$ cat src/rtl/quadrilatero_mesh_sequencer.sv
// Job sequencer for a MESH_WIDTH x MESH_WIDTH systolic mesh: accepts a K-vector job, skews rows, drains, pulses done.
// Optional macro QUADRILATERO_SEQ_STALL_CNT_EN enables the saturating FEED stall counter on stall_cnt_o.
module quadrilatero_mesh_sequencer #(
  parameter int MESH_WIDTH = 4,
  parameter int DATA_WIDTH = 32,
  parameter int K_WIDTH    = 8
) (
  input  logic                             clk_i,
  input  logic                             rst_i,
  input  logic                             start_valid_i,
  output logic                             start_ready_o,
  input  logic [K_WIDTH-1:0]               k_i,
  input  logic                             data_valid_i,
  output logic                             data_ready_o,
  input  logic [MESH_WIDTH*DATA_WIDTH-1:0] data_i,
  output logic [MESH_WIDTH*DATA_WIDTH-1:0] mesh_data_o,
  output logic [MESH_WIDTH-1:0]            mesh_valid_o,
  output logic                             pump_o,
  output logic                             done_o,
  output logic [15:0]                      stall_cnt_o
);

  localparam int DRAIN_LAST = 2 * MESH_WIDTH - 2;
  localparam int DCW        = $clog2(2 * MESH_WIDTH);

  typedef enum logic [1:0] {S_IDLE, S_FEED, S_DRAIN, S_DONE} state_t;

  state_t                          r_state;
  state_t                          w_state_nxt;
  logic [K_WIDTH-1:0]              r_remaining;
  logic [DCW-1:0]                  r_drain_cnt;
  logic                            w_accept;
  logic                            w_pump;
  logic                            w_inj_vld;
  logic [MESH_WIDTH*DATA_WIDTH-1:0] w_inj_dat;

  always_ff @(posedge clk_i or posedge rst_i) begin
    if (rst_i) r_state <= S_IDLE;
    else       r_state <= w_state_nxt;
  end

  always_comb begin
    w_state_nxt   = r_state;
    start_ready_o = 1'b0;
    data_ready_o  = 1'b0;
    w_pump        = 1'b0;
    done_o        = 1'b0;
    w_accept      = 1'b0;
    case (r_state)
      S_IDLE: begin
        start_ready_o = 1'b1;
        if (start_valid_i) begin
          w_accept    = 1'b1;
          w_state_nxt = (k_i == '0) ? S_DONE : S_FEED;
        end
      end
      S_FEED: begin
        data_ready_o = data_valid_i;
        w_pump       = data_valid_i;
        if (data_valid_i && r_remaining == K_WIDTH'(1)) w_state_nxt = S_DRAIN;
      end
      S_DRAIN: begin
        w_pump = 1'b1;
        if (r_drain_cnt == DCW'(DRAIN_LAST)) w_state_nxt = S_DONE;
      end
      S_DONE: begin
        done_o      = 1'b1;
        w_state_nxt = S_IDLE;
      end
      default: w_state_nxt = S_IDLE;
    endcase
  end

  assign pump_o    = w_pump;
  assign w_inj_vld = (r_state == S_FEED);
  assign w_inj_dat = w_inj_vld ? data_i : '0;

  always_ff @(posedge clk_i or posedge rst_i) begin
    if (rst_i) begin
      r_remaining <= '0;
      r_drain_cnt <= '0;
    end else begin
      if (w_accept)          r_remaining <= k_i;
      else if (data_ready_o) r_remaining <= r_remaining - K_WIDTH'(1);
      r_drain_cnt <= (r_state == S_DRAIN) ? r_drain_cnt + DCW'(1) : '0;
    end
  end

`ifdef QUADRILATERO_SEQ_STALL_CNT_EN
  logic [15:0] r_stall_cnt;

  always_ff @(posedge clk_i or posedge rst_i) begin
    if (rst_i)                                                        r_stall_cnt <= '0;
    else if (w_accept)                                                r_stall_cnt <= '0;
    else if (r_state == S_FEED && !data_valid_i && r_stall_cnt != 16'hFFFF) r_stall_cnt <= r_stall_cnt + 16'd1;
  end

  assign stall_cnt_o = r_stall_cnt;
`else
  assign stall_cnt_o = '0;
`endif

  // Row r keeps r+1 pump-qualified stages; its last stage drives the mesh, so row r lags row 0 by r pumps.
  for (genvar r = 0; r < MESH_WIDTH; r++) begin : g_row
    logic [DATA_WIDTH-1:0] r_pipe  [0:r];
    logic                  r_vpipe [0:r];

    always_ff @(posedge clk_i or posedge rst_i) begin
      if (rst_i) begin
        for (int s = 0; s <= r; s++) begin
          r_pipe[s]  <= '0;
          r_vpipe[s] <= 1'b0;
        end
      end else if (w_pump) begin
        r_pipe[0]  <= w_inj_dat[r*DATA_WIDTH +: DATA_WIDTH];
        r_vpipe[0] <= w_inj_vld;
        for (int s = 1; s <= r; s++) begin
          r_pipe[s]  <= r_pipe[s-1];
          r_vpipe[s] <= r_vpipe[s-1];
        end
      end
    end

    assign mesh_data_o[r*DATA_WIDTH +: DATA_WIDTH] = r_pipe[r];
    assign mesh_valid_o[r]                          = r_vpipe[r];
  end

endmodule

$ cat config.mk
export PLATFORM = sky130hd
export DESIGN_NAME = quadrilatero_mesh_sequencer
export DESIGN_NICKNAME = d
export VERILOG_FILES = /design/src/rtl/quadrilatero_mesh_sequencer.sv
export SDC_FILE = /design/constraint.sdc
export NUM_CORES = 1
export LEC_CHECK = 0
export ABC_AREA = 1
export BUFFER_PORTS_ARGS = -buffer_cell sky130_fd_sc_hd__buf_2
export CORE_MARGIN = 2
export CORE_UTILIZATION = 28
export CTS_BUF_LIST = sky130_fd_sc_hd__clkbuf_4 sky130_fd_sc_hd__clkbuf_8
export CTS_CLUSTER_DIAMETER = 60
export DETAILED_ROUTE_END_ITERATION = 10
export GPL_TIMING_DRIVEN = 1
export PLACE_DENSITY = 0.5
export SYNTH_ARGS = -nofsm -noshare
export SYNTH_HDL_FRONTEND = slang
export SYNTH_SLANG_ARGS = --single-unit
$ cat constraint.sdc
create_clock -name clk_i -period 10.8 [get_ports clk_i]
set_input_delay 0 -clock clk_i [delete_from_list [all_inputs] [get_ports clk_i]]
set_output_delay 0 -clock clk_i [all_outputs]
set_load 0.1 [all_outputs]
==> impl_metrics.toml <==
[run_status]
status = "complete, no violations"

[pwr]
p_leak_nw = 9.15
power_mw = 6.15
peakVddDrop_v = 0.000218
powerDensity_mw_per_mm2 = 343

[logic_synthesis]
ys_ff_latch = 337
ys_top_cells_by_area = "dfrtp_1, nand2_1, buf_4, o21ai_0, nand3_1"
netlist_instances = 1527
synth_top_cell_by_area = "dfrtp_1"
synth_warnings = 0
synth_top_cell_area_share_pct = 60.1
syn_area_sq_mm = 0.0140
synth_area_per_cell_sq_um = 9.18
synth_seq_area_share_pct = 60.1
synth_cell_types = 24

[die]
ioPinCount = 292
fp.coreArea_sq_mm = 0.0498
die_h_um = 228
rows = 82
start_util_pct = 28.2
die_area_sq_mm = 0.0519
fp.dieW_um = 228

[drt]
dr_total_vias = 10576
via_per_inst = 4.13
drt_first_iter_violations = 443
firstDrtPassIters = 4
post-route-drc-count = 0
drt-total-wl_um = 33200
wl_per_cell_um = 13.0
postRouteAntennaNets = 0

[finish]
drive_above_1_share_pct = 21.1
n_antenna_cell = 0
fillers = 5152
area_delta_synth_final_pct = 27.8
final_nets = 1991

[critical_path]
crit_arrival_ns = 4.34
crit_type = "reg2out"
crit_fanout = 134
worst_setup_path_end_kind = "primary output"
start_kind = "flop"
required_ns = 10.80
r2r_cells = 8

[global_routing]
grtUsageTotal_pct = 12.9
antenna_found_initial = 4
grt_pass1_vias = 10902
grt_overflow_total = 0
grt_max_degree = 254
grt_pass1_wl_um = 55300

[place]
dp_hpwl_um = 19300
port_buffers = 275
place_ws_ns = 6.97
gp_congestion = 0.746

[clock_tree]
cts_tree = "done"
clock_sinks = 337
cts_root_buf = "clkbuf_8"
clk_latency_ns = 0.67
clk_path_buf_depth = 3
cts_buffers = 60
htreeDepth = 2
clk_pin_slew_ns = 0.06

[timing]
tightest_slew_ns = 1.07
post-route-period-util_pct = 40.2
setup_viol = 0
hold_slack_ns = 0.0302
rsz0062_at_grt = "no"
fin_ws_ns = 6.46
max_slew_margin_pct = 28.7
setup-tns-final_ns = 0
max_freq_ghz = 0.230
min_period_ns = 4.34
slew_violations = 0
hold_viol = 0
finClkSkew_ns = 0.0433

[min_path]
hp-class = "in2async"

[run]
cap_violations = 0
kinds of logic (layout without fill, tap and decap cells):
family	count (synthesis)	in the layout	share of synthesized area [%]
simple gates	616	616	17.5
flops	337	337	60.1
buf+inv	323	671	12.7
compound gates	239	239	8.72
fa+ha+maj	9	9	0.803
xor+xnor	2	2	0.125
other cells	1	16	0.0267
worst max-delay path, stage by stage, from the launching register on:
cell	delay (ns)
dfrtp_1	0.41
inv_1	0.15
ha_4	0.87
nand2_1	0.20
inv_2	0.16
o21ai_4	0.10
inv_8	0.54
buf_4	0.66
buf_2	0.54
routing by layer:
layer,global-route usage (%),share of wire (%),up-vias
met5,0,0.14,-
met4,4.09,2.3,8
met3,4.05,6.2,62
met2,20.9,46,232
met1,16.3,45,4962
li1,-,-,5312
final timing paths:
kind | to | from | slack [ns]
max | pump_o | r_state[1] | 6.46
min | g_row[2].r_pipe[49] | rst_i | 0.03
max reg2reg | g_row[3].r_pipe[86] | r_state[1] | 7.06
min reg2reg | mesh_data_o[90] | g_row[2].r_pipe[58] | 0.43
max in group asynchronous | r_remaining[1] | rst_i | 8.57
min in group clk_i | g_row[2].r_pipe[85] | data_i[85] | 0.11
cells in the mapped netlist:
cell / instances
nand3_1: 109
nor3_1: 1
buf_2: 58
conb_1: 1
buf_6: 7
inv_1: 122
inv_2: 2
or2_2: 1
buf_4: 118
clkbuf_1: 6
buf_1: 10
o21ai_4: 1
o211ai_1: 1
o221ai_1: 2
o21ai_1: 97
o22ai_1: 2
o21ai_0: 134
a21oi_1: 1
dfrtp_1: 337
xor2_1: 2
o21bai_1: 1
ha_1: 9
nor2_1: 9
nand2_1: 496
cells in the final DEF (no fill, tap or decap):
cell type,synthesis,final
nand2_1,496,496
dfrtp_1,337,337
buf_2,58,275
dlygate4sd3_1,0,154
o21ai_0,134,134
inv_1,122,121
nand3_1,109,109
o21ai_1,97,97
clkbuf_8,0,75
clkbuf_4,0,21
conb_1,1,16
nor2_1,9,9
ha_1,9,8
clkinv_2,0,7
buf_4,118,7
clkinvlp_4,0,5
inv_8,0,2
o22ai_1,2,2
o221ai_1,2,2
xor2_1,2,2
inv_2,2,1
o21ai_4,1,1
a21oi_1,1,1
or2_2,1,1
o211ai_1,1,1
o21bai_1,1,1
nor3_1,1,1
ha_4,0,1
inv_12,0,1
clkinv_8,0,1
buf_12,0,1
through the flow:
step	area, sq um	cells	util, %
floorplan	14100	1542	-
global placement	15100	2298	30.3
detailed placement	15100	2298	30.3
CTS	17900	2562	36.0
global route	17900	2562	36.0
finish	17900	2562	36.0
flip-flops by register name, summed over array words and instances, names as in the netlist:
register / cells
r_drain_cnt: 3
r_remaining: 8
mesh_valid_o: 1
g_row.r_pipe: 224
g_row.r_vpipe: 3
r_state: 2
mesh_data_o: 96
report_power, final:
group | internal, mW | switching, mW | leakage (nW)
clock | 0.702 | 0.546 | 0.678
combinational | 0.564 | 2.31 | 3.97
sequential | 1.80 | 0.231 | 4.50
what timing repair did:
item                                   CTS  global route
hold buffers                           154             0
endpoints found under the hold margin  271             0
gates resized for setup                  0             0
buffers inserted                         0             0
area by class of cell:
class                           instances  area [sq um]  area share (%)
Sequential cell                       337          8430            47.1
Timing Repair Buffer                  437          2990            16.7
Inverter                              124           480            2.68
Clock buffer                           96          1190            6.64
Clock inverter                         14           105           0.587
Multi-Input combinational cell        882          3880            21.6
Tap cell                              672           841            4.69
No activity file was read; power rests on OpenSTA's default activity.
